### src/rtl/fetch_stage.sv
// Instruction-fetch front end: owns the PC, drives the instruction memory address and
// hands {pc, instr, pc+4} to decode over a registered valid/ready slot with a sticky fault.
module fetch_stage #(
    parameter logic [31:0] RESET_PC   = 32'h0000_0000,
    parameter int          IMEM_WORDS = 1024
) (
    input  logic        clk,
    input  logic        rst,
    output logic [31:0] imem_addr,
    input  logic [31:0] imem_rdata,
    input  logic        redirect_valid,
    input  logic [31:0] redirect_pc,
    output logic        out_valid,
    input  logic        out_ready,
    output logic [31:0] out_pc,
    output logic [31:0] out_instr,
    output logic [31:0] out_pc_plus4,
    output logic        fault,
    output logic [31:0] fault_pc
);

    // One bit wider than an address so the limit itself never wraps.
    localparam logic [32:0] LIMIT = 33'(IMEM_WORDS) * 33'd4;

    typedef enum logic [1:0] {S_IDLE, S_RUN, S_FAULT} state_t;

    typedef struct packed {
        logic [31:0] pc;
        logic [31:0] instr;
        logic [31:0] pc_plus4;
    } fetch_word_t;

    state_t      state;
    logic [31:0] pc;
    fetch_word_t out_q;

    logic free, accepted, pc_ok, redir_ok;

    assign imem_addr    = pc;
    assign out_pc       = out_q.pc;
    assign out_instr    = out_q.instr;
    assign out_pc_plus4 = out_q.pc_plus4;

    assign free     = !out_valid || out_ready;
    assign accepted = out_valid && out_ready;
    assign pc_ok    = {1'b0, pc} < LIMIT;
    assign redir_ok = (redirect_pc[1:0] == 2'b00) && ({1'b0, redirect_pc} < LIMIT);

    always_ff @(posedge clk or negedge rst) begin
        if (!rst) begin
            state     <= S_IDLE;
            pc        <= RESET_PC;
            out_q     <= '0;
            out_valid <= 1'b0;
            fault     <= 1'b0;
            fault_pc  <= '0;
        end else begin
            case (state)
                S_IDLE, S_RUN: begin
                    if (redirect_valid) begin
                        // Flush the slot; any same-cycle handshake still counts as taken.
                        out_valid <= 1'b0;
                        if (redir_ok) begin
                            pc    <= redirect_pc;
                            state <= S_RUN;
                        end else begin
                            fault    <= 1'b1;
                            fault_pc <= redirect_pc;
                            state    <= S_FAULT;
                        end
                    end else if (state == S_IDLE) begin
                        state <= S_RUN;
                    end else if (!pc_ok) begin
                        // Pending word stays visible until decode takes it.
                        fault    <= 1'b1;
                        fault_pc <= pc;
                        state    <= S_FAULT;
                        if (accepted) out_valid <= 1'b0;
                    end else if (free) begin
                        out_q.pc       <= pc;
                        out_q.instr    <= imem_rdata;
                        out_q.pc_plus4 <= pc + 32'd4;
                        out_valid      <= 1'b1;
                        pc             <= pc + 32'd4;
                    end
                end
                S_FAULT: begin
                    if (accepted) out_valid <= 1'b0;
                end
                default: state <= S_FAULT;
            endcase
        end
    end

endmodule

### config.mk
export PLATFORM = sky130hd
export DESIGN_NAME = fetch_stage
export DESIGN_NICKNAME = d
export VERILOG_FILES = /design/src/rtl/fetch_stage.sv
export SDC_FILE = /design/constraint.sdc
export NUM_CORES = 1
export LEC_CHECK = 0
export CAP_MARGIN = 30
export CORE_MARGIN = 4
export CORE_UTILIZATION = 49
export CTS_CLUSTER_DIAMETER = 200
export DETAILED_ROUTE_END_ITERATION = 7
export GPL_ROUTABILITY_DRIVEN = 0
export PLACE_DENSITY = 0.86
export SYNTH_ARGS = -nofsm -noshare
export SYNTH_HDL_FRONTEND = slang
export SYNTH_SLANG_ARGS = --single-unit
### constraint.sdc
create_clock -name clk -period 6.2 [get_ports clk]
set_clock_uncertainty 0.1 [all_clocks]
set_input_delay 0.93 -clock clk [delete_from_list [all_inputs] [get_ports clk]]
set_output_delay 0.93 -clock clk [all_outputs]
set_load 0.05 [all_outputs]
======== After elaboration in Yosys (flattened, before gate mapping) ========
Cells that the tools add are included.
operators by class
  multiplexer cells ....................... 24
  bitwise logic cells ..................... 3
  equal/unequal tests ..................... 9
  reduce and logical (&&, ||, !) cells .... 15
  add/sub/neg operators ................... 1
  magnitude comparators ................... 2
operator list
  cell                                                   count
  two-way mux 32 bit                                     9
  < comparator 32 x 13 -> 1 bit (second input constant)  2
  adder 32 x 3 -> 32 bit (second input constant)         1
  AND reduction 5 bit                                    2
  two-way mux 1 bit                                      9
  two-way mux 2 bit                                      4
  != test 4 bit (second input constant)                  2
  != test 2 bit (second input constant)                  3
  nonzero test 2 bit                                     3
  logical NOT 2 bit                                      2
  case mux 2 bit (2 select lines)                        1
  AND reduction 4 bit                                    1
  != test 3 bit (second input constant)                  1
  NOT 1 bit                                              3
  AND reduction 3 bit                                    1
  == test 2 x 1 -> 1 bit (second input constant)         1
  == test 2 bit (second input constant)                  1
  logical AND 1 bit                                      2
  != test 2 x 1 -> 1 bit (second input constant)         1
  case mux 1 bit (2 select lines)                        1
  AND reduction 2 bit                                    1
  OR reduction 2 bit                                     1
  logical NOT 1 bit                                      1
  logical OR 1 bit                                       1
storage, ports and cells
  flip-flop bits (word level) ............. 164

======== Logic depth before layout (Yosys ltp) ========
Gate-level depths: netlist (run 1).
  word-level depth ........................ 7
  mapped depth ............................ 7
  gate-level depth less buffers ........... 6

======== Worst setup path before layout (run 1) ========
OpenSTA, ideal clock, no wires.
  path type ............................... input port to flip-flop
  from .................................... input port redirect_pc[0]
  to ...................................... register pc[11] (netlist: imem_addr[11])
  cell stages on the path ................. 6
  path buffers ............................ 1
  arrival ................................. 2.368 ns
  slack ................................... 3.608 ns
  data required time ...................... 5.975 ns
  setup time .............................. 0.125 ns
  cell sequence ........................... nor4b_1 nand4_1 o22ai_2 and2b_1 buf_4 mux2_2
on the way
  cells in the longest elaborated chain, start to end .. 4
  elaborated cells between the ends (all ways) .. 5
RTL lines
  what                                                                       line  source
  from (decl)                                                                12    input logic [31:0] redirect_pc,
  < comparator 32 x 13 -> 1 bit / logical NOT 2 bit (equally long branches)  47    assign redir_ok = (redirect_pc[1:0] == 2'b00) && ({1'b0, redirect_pc} < LIMIT);
  logical AND 1 bit *                                                        47
  != test 2 x 1 -> 1 bit (no line) *                                         -
  AND reduction 5 bit (no line) *                                            -
  to (signal assigned)                                                       64    pc <= redirect_pc;
  to (signal assigned)                                                       84    pc <= pc + 32'd4;
  to (decl)                                                                  34    logic [31:0] pc;
Every way passes the cells marked *; elsewhere a longest branch is shown, timed or not.
A chain may end at the register's enable or synchronous reset.

======== Worst setup path after layout (run 1) ========
  from .................................... input port redirect_valid
  to ...................................... register pc[9] (netlist: imem_addr[9])
on the way
  cells in the longest elaborated chain, start to end .. 2
  elaborated cells between the ends (all ways) .. 6
RTL lines
  what                                                      line  source
  from (decl)                                               11    input logic redirect_valid,
  != test 2 x 1 -> 1 bit (no line) (tied with other cells)  -
  AND reduction 5 bit (no line)                             -
Several ways; a longest one is shown, not always the timed one.

==> results of run 1 <==
==> power by group <==
group,switching (mW),internal (mW),leakage [nW]
Combinational,0.185,0.124,1.87
Clock,0.410,0.695,0.294
Sequential,0.0210,1.09,2.21
Total,0.616,1.91,4.38
==> layout by cell type, fill, tap and decap left out, drive strengths merged, types with 2 or more instances in the layout <==
master         Yosys  final
clkbuf            11     19
inv               10     12
nor4              10     10
a21oi             30     30
xnor2              5      5
dfrtp            162    162
nand3              8      8
nor2b             58     58
nand4              3      3
buf               19      6
o21ai             12     12
nor2              18     18
clkdlybuf4s50      0    227
nor3               3      3
mux2             108    108
xor2               4      4
and4               2      2
o22ai              4      4
bufinv             0      4
clkinvlp           0      5
nand2             15     15
a21boi             2      2
==> metrics by stage <==
stage | utilization [%] | setup slack [ns] | hold slack, ns
floorplan | - | 3.61 | 0.478
global placement | 69.7 | 2.13 | 0.357
detailed placement | 69.9 | 2.27 | 0.375
CTS | 74.9 | 2.69 | 0.387
global route | 74.9 | 2.49 | 0.406
finish | 74.9 | 2.67 | 0.382
==> metal layers <==
| metal | up-vias | wire length, um | share of wire (%) | global-route usage, % |
|---|---|---|---|---|
| li1 | 2154 | - | - | - |
| met1 | 2302 | 6460 | 40 | 27.0 |
| met2 | 193 | 8130 | 50 | 35.7 |
| met3 | 20 | 1350 | 8.3 | 7.18 |
| met4 | 0 | 250 | 1.5 | 7.89 |
| met5 | - | 0 | 0 | 0 |
==> cell usage after synthesis <==
cell,count
nor2b_1,58
or2_2,1
nor4b_1,1
nor2_1,18
buf_4,6
nor4_1,8
mux2_2,95
and2b_1,1
buf_1,1
or3_1,1
nand4_1,3
ha_1,1
o22ai_2,1
nor3_1,3
buf_2,12
mux2_1,13
mux2i_1,1
dfrtp_1,162
nand3_1,8
and3_1,1
clkbuf_1,11
o2111ai_1,1
xor2_1,4
o21ai_0,12
a222oi_1,1
xnor2_1,5
a31oi_1,1
a21boi_0,2
inv_1,10
a21oi_1,30
o22ai_1,3
nor4_2,2
a21o_1,1
nand2_1,15
and4_1,2
==> logic make-up after synthesis <==
family	Yosys count	synth area share [%]
XOR/XNOR	9	1.21
buffers and inverters	40	2.87
multiplexers	109	18.8
AO/OA/AOI/OAI	52	4.42
flip-flops	162	62.0
AND/OR/NAND/NOR	122	10.5
adder cells (fa/ha/maj)	1	0.191
==> worst reg2reg max path, delay by kind of cell, from the launching register on <==
family | cells | cell delay, ns
AO/OA/AOI/OAI | 1 | 0.36
buffers and inverters | 1 | 0.22
flip-flops | 1 | 0.41
multiplexers | 1 | 0.36
AND/OR/NAND/NOR | 3 | 1.10
==> worst max path at each step <==
stage / start / slack, ns / cells past startpoint / to
floorplan: redirect_pc[0] / 3.61 / 6 / imem_addr[11]
detailed placement: redirect_valid / 2.27 / 7 / imem_addr[9]
CTS: redirect_valid / 2.69 / 7 / imem_addr[9]
global placement: redirect_valid / 2.13 / 6 / imem_addr[9]
finish: redirect_valid / 2.67 / 7 / imem_addr[9]
global route: redirect_valid / 2.49 / 7 / imem_addr[9]
==> flip-flops by register name (all words and copies together) (netlist names) <==
name	cells
out_pc_plus4	30
fault	1
out_instr	32
imem_addr	32
out_valid	1
fault_pc	32
state	2
out_pc	32
==> area by class of cell <==
class / instances / area [um2] / area share (%)
clock buffers: 19 / 453 / 4.72
clock inverters: 12 / 180 / 1.88
inverters: 10 / 37.5 / 0.391
multi-input cells: 293 / 2310 / 24.1
flip-flops and latches: 162 / 4050 / 42.2
well taps: 172 / 215 / 2.24
repair buffers: 233 / 2350 / 24.5
==> impl_metrics.csv, run 1 <==
group,metric,value,unit
run_status,outcome,"complete, no violations",
finish,n_fill_cell,847,
yosys,yosys-top-cells-area,"dfrtp_1 (62%), mux2_2 (16%), nor2b_1 (5.6%)",
finish,n_antenna_cell,0,
yosys,ys_ff_latch,162,
finish,drive_gt1_share,18.7,%
placement,placedCellCount,870,
floorplan,die-area,15300,um2
yosys,syn_area,6540,um2
clocking,htree_num_levels,4,
yosys,synth_nets,564,
worst_setup_path,worstRegToRegCells,6,
floorplan,initial_core_util,51.0,%
floorplan,rows,41,
worst_hold_path,worstHoldStart,"out_instr[19]",
finish,instances_no_fill,901,
floorplan,die_x,123,um
global_routing,grt_overflow_total,0,
clocking,cts_setup_buffers,0,
flow_run,drv_cap,0,
timing,setup_violations,0,
placement,portBuffers,229,
worst_setup_path,cp.required,6.39,ns
finish,area_growth,46.9,%
worst_hold_path,hold_class,"reg -> reg",
timing,rsz0062_at_grt,"false",
route,via_per_inst,5.18,
clocking,hold_buffers,0,
route,vias,4669,
clocking,cts_buffer_depth,2,
route,drtIter0Drc,236,
worst_setup_path,cp_top_family,"simple AND/OR/NAND/NOR gates",
clocking,cts_resized,0,
route,route.antenna.remaining_nets,0,
worst_setup_path,path_buf_inv,2,
worst_setup_path,r2r_slack,3.52,ns
placement,dpl_cell_area,8970,um2
clocking,cts_inserted_buffers,17,
worst_setup_path,critPathArrivalTime,3.73,ns
worst_setup_path,crit_type,"in -> reg",
floorplan,coreArea,12800,um2
yosys,yosysWarnings,0,
global_routing,antenna_found_initial,0,
yosys,synth.top_cell.area_share,62.0,%
clocking,cts_tree,"yes",
global_routing,grt_pass1_wl,25500,um
timing,post-route-min-period,3.53,ns
worst_setup_path,cp_slowest_cell,"buf_2",
global_routing,grt_usage,21.8,%
worst_hold_path,hold_depth,1,
floorplan,die_h,123,um
global_routing,grt_pass1_vias,4892,
placement,dp_hpwl,11700,um
timing,final.setup.tns,0,ns
route,post_drt_wl_per_cell,18.0,um
worst_setup_path,crit_fanout,50,
yosys,yosysSeqAreaShare,62.0,%
route,routed_wl,16200,um
clocking,cts_sinks,162,
yosys,synth_cell_type_count,35,
worst_setup_path,r2r-start,"imem_addr[25]",
route,firstDrtPassIters,4,
finish,final_cell_area,9600,um2
timing,final_hold_viol_count,0,
pwr,p_per_area,263,nW/um2
yosys,netlist_instances,495,
timing,worst_pin_slew,0.964,ns
worst_setup_path,slowest_delay,0.72,ns
worst_setup_path,path_cells,"buf_2 -> nor4b_1 -> nand4_1 -> o22ai_2 -> and2b_1 -> buf_16 -> mux2_2",
worst_setup_path,r2r_end,"imem_addr[9]",
route,drc_errors,0,
worst_setup_path,worstSetupStartpointType,"input port",
timing,slew_headroom,35.7,%
pwr,p_leak,4.38,nW
clocking,clkLatencyLatePin,0.41,ns
global_routing,grt_max_degree,104,
clocking,cts_root_buf,"clkbuf_16",
worst_hold_path,worst_hold_path.endpoint,"out_instr[19]",
floorplan,ioPinCount,230,
timing,max_freq,283,MHz
clocking,path_clk_slew,0.06,ns
pwr,p_total,2.52,mW
finish,fin_nets,786,
timing,fin_crit_sh,57.0,%
yosys,yosys.area.top_type,"dfrtp_1",
yosys,syn_area_per_cell,13.2,um2
pwr,irDropWorstVdd,0.188,mV
timing,drv_slew,0,
worst_setup_path,end_kind,"flop",
Note: power is estimated with default switching activity, not from simulation.
==> run 2: changes to the inputs <==
CORE_UTILIZATION = 41   (was 49)
PLACE_DENSITY = 0.77   (was 0.86)
clock period = 2.9 ns   (was 6.2 ns; I/O delays follow)
==> run 2 against run 1 <==
Effect of this change:
- count of clock-buffer cells in the layout grew 1
- combinational power grew 120%
- die area grew 18%
- first-iteration DRC count shrank 5.9%
- core utilization shrank 11 points
- via count is essentially flat
==> impl_metrics.csv, run 2 (synthesized netlist as in run 1, its figures left out) <==
group,metric,value,unit
run_status,outcome,"complete, no violations",
route,drtIter0Drc,222,
finish,area_growth,49.7,%
route,routed_wl,16500,um
clocking,clkLatencyLatePin,0.41,ns
clocking,cts_root_buf,"clkbuf_16",
route,firstDrtPassIters,4,
flow_run,drv_cap,0,
pwr,power.switching,1.32,mW
timing,max_freq,393,MHz
pwr,p_sw_share,24.2,%
worst_hold_path,worstHoldStart,"fault",
global_routing,grt_overflow_total,0,
floorplan,die-area,18000,um2
timing,setup_violations,0,
timing,holdWs,0.378,ns
timing,drv_slew,0,
pwr,intPower,4.16,mW
placement,dp_hpwl,12100,um
timing,fin_ws,0.355,ns
pwr,power_frac_comb,12.2,%
worst_setup_path,path_cells,"nor4_1 -> nand4_1 -> nor4_4 -> buf_12 -> buf_4 -> nor2b_1",
clocking,htree_num_levels,4,
floorplan,die_h,134,um
finish,n_fill_cell,1180,
worst_setup_path,slowest_delay,0.42,ns
floorplan,die_x,134,um
timing,fin_crit_sh,87.8,%
route,drc_errors,0,
global_routing,grt_max_degree,70,
worst_setup_path,crit_fanout,49,
finish,n_antenna_cell,0,
worst_setup_path,cp_top_family,"simple AND/OR/NAND/NOR gates",
placement,dpl_cell_area,9120,um2
clocking,cts_inserted_buffers,17,
pwr,p_total,5.48,mW
pwr,p_leak,4.46,nW
worst_setup_path,cp.required,3.08,ns
floorplan,coreArea,15400,um2
route,via_per_inst,4.91,
finish,final_cell_area,9780,um2
finish,fin_nets,797,
worst_setup_path,critPathArrivalTime,2.72,ns
timing,final_hold_viol_count,0,
finish,final_common_cell,"clkdlybuf4s50_1",
placement,portBuffers,229,
pwr,p_clk_share,44.5,%
pwr,seqPwrFrac,43.3,%
worst_setup_path,r2r-start,"imem_addr[25]",
floorplan,ioPinCount,230,
route,vias,4671,
worst_setup_path,r2r_slack,0.35,ns
worst_setup_path,cp_slowest_cell,"dfrtp_1",
finish,utilization,63.4,%
global_routing,grt_pass1_vias,4969,
clocking,cts_sinks,162,
timing,slew_headroom,58.6,%
global_routing,grt_pass1_wl,26900,um
placement,pre_cts_slack,0.0179,ns
pwr,irDropWorstVdd,0.363,mV
finish,drive_gt1_share,19.6,%
floorplan,initial_core_util,42.4,%
route,route.antenna.remaining_nets,0,
timing,worst_pin_slew,0.621,ns
global_routing,antenna_found_initial,0,
finish,final_cell_mix,"clkdlybuf4s50_1 (227), dfrtp_1 (162), mux2_2 (95), nor2b_1 (58), a21oi_1 (30)",
worst_setup_path,worstSetupStartpointType,"flop",
route,post_drt_wl_per_cell,17.3,um
worst_setup_path,path_buf_inv,2,
clocking,path_clk_slew,0.07,ns
worst_setup_path,end_kind,"flop",
worst_hold_path,hold_class,"reg -> reg",
global_routing,grt_usage,18.8,%
clocking,cts_tree,"yes",
worst_setup_path,crit_type,"reg -> reg",
worst_setup_path,cp-startpoint,"imem_addr[25]",
clocking,cts_buffer_depth,2,
timing,post-route-min-period,2.55,ns
floorplan,rows,45,
timing,rsz0062_at_grt,"false",
pwr,p_per_area,560,nW/um2
run 2: changes by cell type in the layout (fill, tap and decap cells not counted), moves of 2 or more:
cell | previous run | this run
buf_12 | 1 | 5
buf_4 | 2 | 9
clkbuf_1 | 0 | 2
clkinvlp_4 | 5 | 3
run 2: cell type report:
cell class                 count  area [um2]  share of cell area [%]
sequential                   162        4050                    41.4
timing repair buffer         244        2470                    25.2
multi-input combinational    293        2310                    23.6
clock buffer                  20         447                    4.57
tap                          211         264                    2.70
clock inverter                12         204                    2.08
inverter                      10        37.5                   0.384
run 2: repair_timing:
item                                   CTS  global route
endpoints found under the hold margin   66             0
hold buffers                             1             0
resized for setup                        0             0
setup buffers                            0             0
run 2: path summary, 6_finish.rpt:
check,endpoint,cells past startpoint
max,out_pc[23],6
min,fault,1
min in group asynchronous,fault_pc[20],2
max in group asynchronous,out_instr[5],3
max reg2reg,out_pc[23],6
min reg2reg,fault,1
run 2: layer usage:
| metal | vias up | GRT usage, % | wire (um) |
|---|---|---|---|
| met3 | 13 | 4.69 | 921 |
| met1 | 2329 | 25.0 | 7160 |
| met2 | 149 | 30.8 | 8260 |
| met4 | 0 | 5.15 | 172 |
| li1 | 2180 | - | - |
| met5 | - | 0 | 0 |
run 2: metrics by stage:
step	instances	TNS (ns)
6_report	952	0
3_3_place_gp	919	-0.295
4_1_cts	952	0
2_1_floorplan	495	0
5_1_grt	952	0
3_5_place_dp	919	0
run 2: power groups by stage:
stage          sequential [mW]  combinational [mW]  clock [mW]
3_3_place_gp              2.41               0.665           0
3_5_place_dp              2.41               0.675           0
6_report                  2.37               0.670        2.44
4_1_cts                   2.37               0.679        2.49
5_1_grt                   2.38               0.708        2.60
2_1_floorplan             2.65               0.113           0
==> run 3: changes to the inputs <==
CELL_PAD_IN_SITES_DETAIL_PLACEMENT = 2   (was unset)
CELL_PAD_IN_SITES_GLOBAL_PLACEMENT = 2   (was unset)
CORE_UTILIZATION = 31   (was 41)
PLACE_DENSITY = unset   (was 0.77)
PLACE_DENSITY_LB_ADDON = 0.1   (was unset)
clock period = 2.96 ns   (was 2.9 ns; I/O delays follow)
==> run 3 against run 2 <==
Effect of this change:
- core utilization is 16 points lower
- combinational power is 0.7% lower
- count of clock-buffer cells in the layout is 2 lower
- first-iteration DRC count is 32% lower
- non-clock buffer count is 1 higher
- die area is 30% higher
- cell count is 6.3% higher
- clock power is 9.8% lower
- worst hold slack hardly changed
==> impl_metrics.csv, run 3 (synthesized netlist as in run 1, its figures left out) <==
group,metric,value,unit
timing,fin_crit_sh,88.2,%
floorplan,die_x,153,um
timing,drv_slew,0,
clocking,cts_inserted_buffers,17,
floorplan,die_h,153,um
clocking,cts_sinks,162,
clocking,hold_buffers,1,
pwr,p_leak,4.43,nW
worst_setup_path,crit_type,"reg -> reg",
route,drtIter0Drc,152,
pwr,power_frac_comb,12.8,%
timing,final.setup.tns,0,ns
finish,area_growth,49.9,%
global_routing,grt_pass1_wl,32300,um
worst_setup_path,critPathArrivalTime,2.81,ns
route,firstDrtPassIters,4,
floorplan,rows,52,
floorplan,die-area,23500,um2
finish,drive_gt1_share,19.8,%
timing,worst_pin_slew,0.696,ns
clocking,htree_num_levels,4,
route,post_drt_wl_per_cell,20.0,um
timing,post-route-min-period,2.61,ns
finish,n_fill_cell,2046,
worst_setup_path,worstSetupStartpointType,"flop",
timing,final_hold_viol_count,0,
finish,n_antenna_cell,0,
worst_setup_path,r2r_slack,0.35,ns
flow_run,drv_cap,0,
finish,fin_nets,798,
global_routing,grt_max_degree,70,
timing,max_freq,383,MHz
pwr,p_sw_share,26.8,%
pwr,p_clk_share,42.4,%
worst_hold_path,hold_class,"reg -> reg",
clocking,cts_root_buf,"clkbuf_16",
run_status,outcome,"complete, no violations",
pwr,p_per_area,530,nW/um2
worst_setup_path,crit_fanout,69,
timing,slew_headroom,53.6,%
worst_setup_path,path_buf_inv,2,
global_routing,grt_overflow_total,0,
worst_setup_path,path_cells,"nor4_1 -> nand4_1 -> nor4_4 -> buf_12 -> buf_4 -> nor2b_1",
route,drc_errors,0,
clocking,clkLatencyLatePin,0.42,ns
placement,pre_cts_slack,0.162,ns
placement,dp_hpwl,14800,um
pwr,seqPwrFrac,44.8,%
route,route.antenna.remaining_nets,0,
finish,final_common_cell,"clkdlybuf4s50_1",
pwr,power.switching,1.39,mW
timing,setup_violations,0,
clocking,cts_resized,0,
worst_setup_path,slowest_delay,0.44,ns
pwr,irDropWorstVdd,0.433,mV
timing,rsz0062_at_grt,"false",
pwr,intPower,3.80,mW
worst_setup_path,end_kind,"flop",
global_routing,grt_pass1_vias,5531,
clocking,cts_buffer_depth,2,
worst_setup_path,cp.required,3.16,ns
clocking,cts_tree,"yes",
floorplan,initial_core_util,31.9,%
route,routed_wl,20200,um
worst_setup_path,cp_slowest_cell,"nor4_1",
route,vias,4797,
timing,fin_ws,0.348,ns
floorplan,coreArea,20500,um2
global_routing,grt_usage,17.5,%
global_routing,antenna_found_initial,0,
route,via_per_inst,4.74,
clocking,cts_setup_buffers,0,
clocking,path_clk_slew,0.07,ns
worst_setup_path,cp_top_family,"simple AND/OR/NAND/NOR gates",
placement,portBuffers,229,
floorplan,ioPinCount,230,
finish,final_cell_mix,"clkdlybuf4s50_1 (227), dfrtp_1 (162), mux2_2 (95), nor2b_1 (58), a21oi_1 (30)",
run 3: power groups by stage:
stage	Clock, mW	Combinational, mW	Sequential (mW)
2_1_floorplan	0	0.111	2.59
3_3_place_gp	0	0.662	2.37
3_5_place_dp	0	0.673	2.37
4_1_cts	2.28	0.678	2.33
5_1_grt	2.39	0.705	2.34
6_report	2.20	0.665	2.33
run 3: layer usage:
| layer | global-route usage, % | wire length, um | vias to the layer above |
|---|---|---|---|
| met5 | 0 | 0 | - |
| met4 | 4.71 | 256 | 0 |
| met3 | 5.43 | 1260 | 18 |
| met2 | 30.4 | 10400 | 135 |
| met1 | 21.1 | 8260 | 2470 |
| li1 | - | - | 2174 |
run 3: through the flow:
step           cell area, um2  hold slack [ns]  std cells  power [mW]  utilization [%]
2_1_floorplan            6540           0.0484        495        2.70                -
5_1_grt                  9800            0.397       1012        5.43             47.8
6_report                 9800            0.378       1012        5.20             47.8
3_5_place_dp             9210            0.371        979        3.04             44.9
3_3_place_gp             9210            0.365        979        3.03             44.9
4_1_cts                  9800            0.387       1012        5.28             47.8
run 3: cell type report:
type | count | area (um2) | share of cell area (%)
tap | 270 | 338 | 3.45
timing repair buffer | 245 | 2470 | 25.2
clock buffer | 18 | 429 | 4.38
inverter | 10 | 37.5 | 0.383
clock inverter | 14 | 155 | 1.58
multi-input combinational | 293 | 2310 | 23.6
sequential | 162 | 4050 | 41.4
run 3: final timing paths:
path                       depth (start not counted)          endpoint          start
setup / recovery                                   6  out_pc_plus4[16]  imem_addr[25]
hold / removal                                     1             fault          fault
setup reg to reg                                   6  out_pc_plus4[16]  imem_addr[25]
hold reg to reg                                    1             fault          fault
max in group asynchronous                          3     out_instr[27]            rst
min in group asynchronous                          2     out_instr[30]            rst
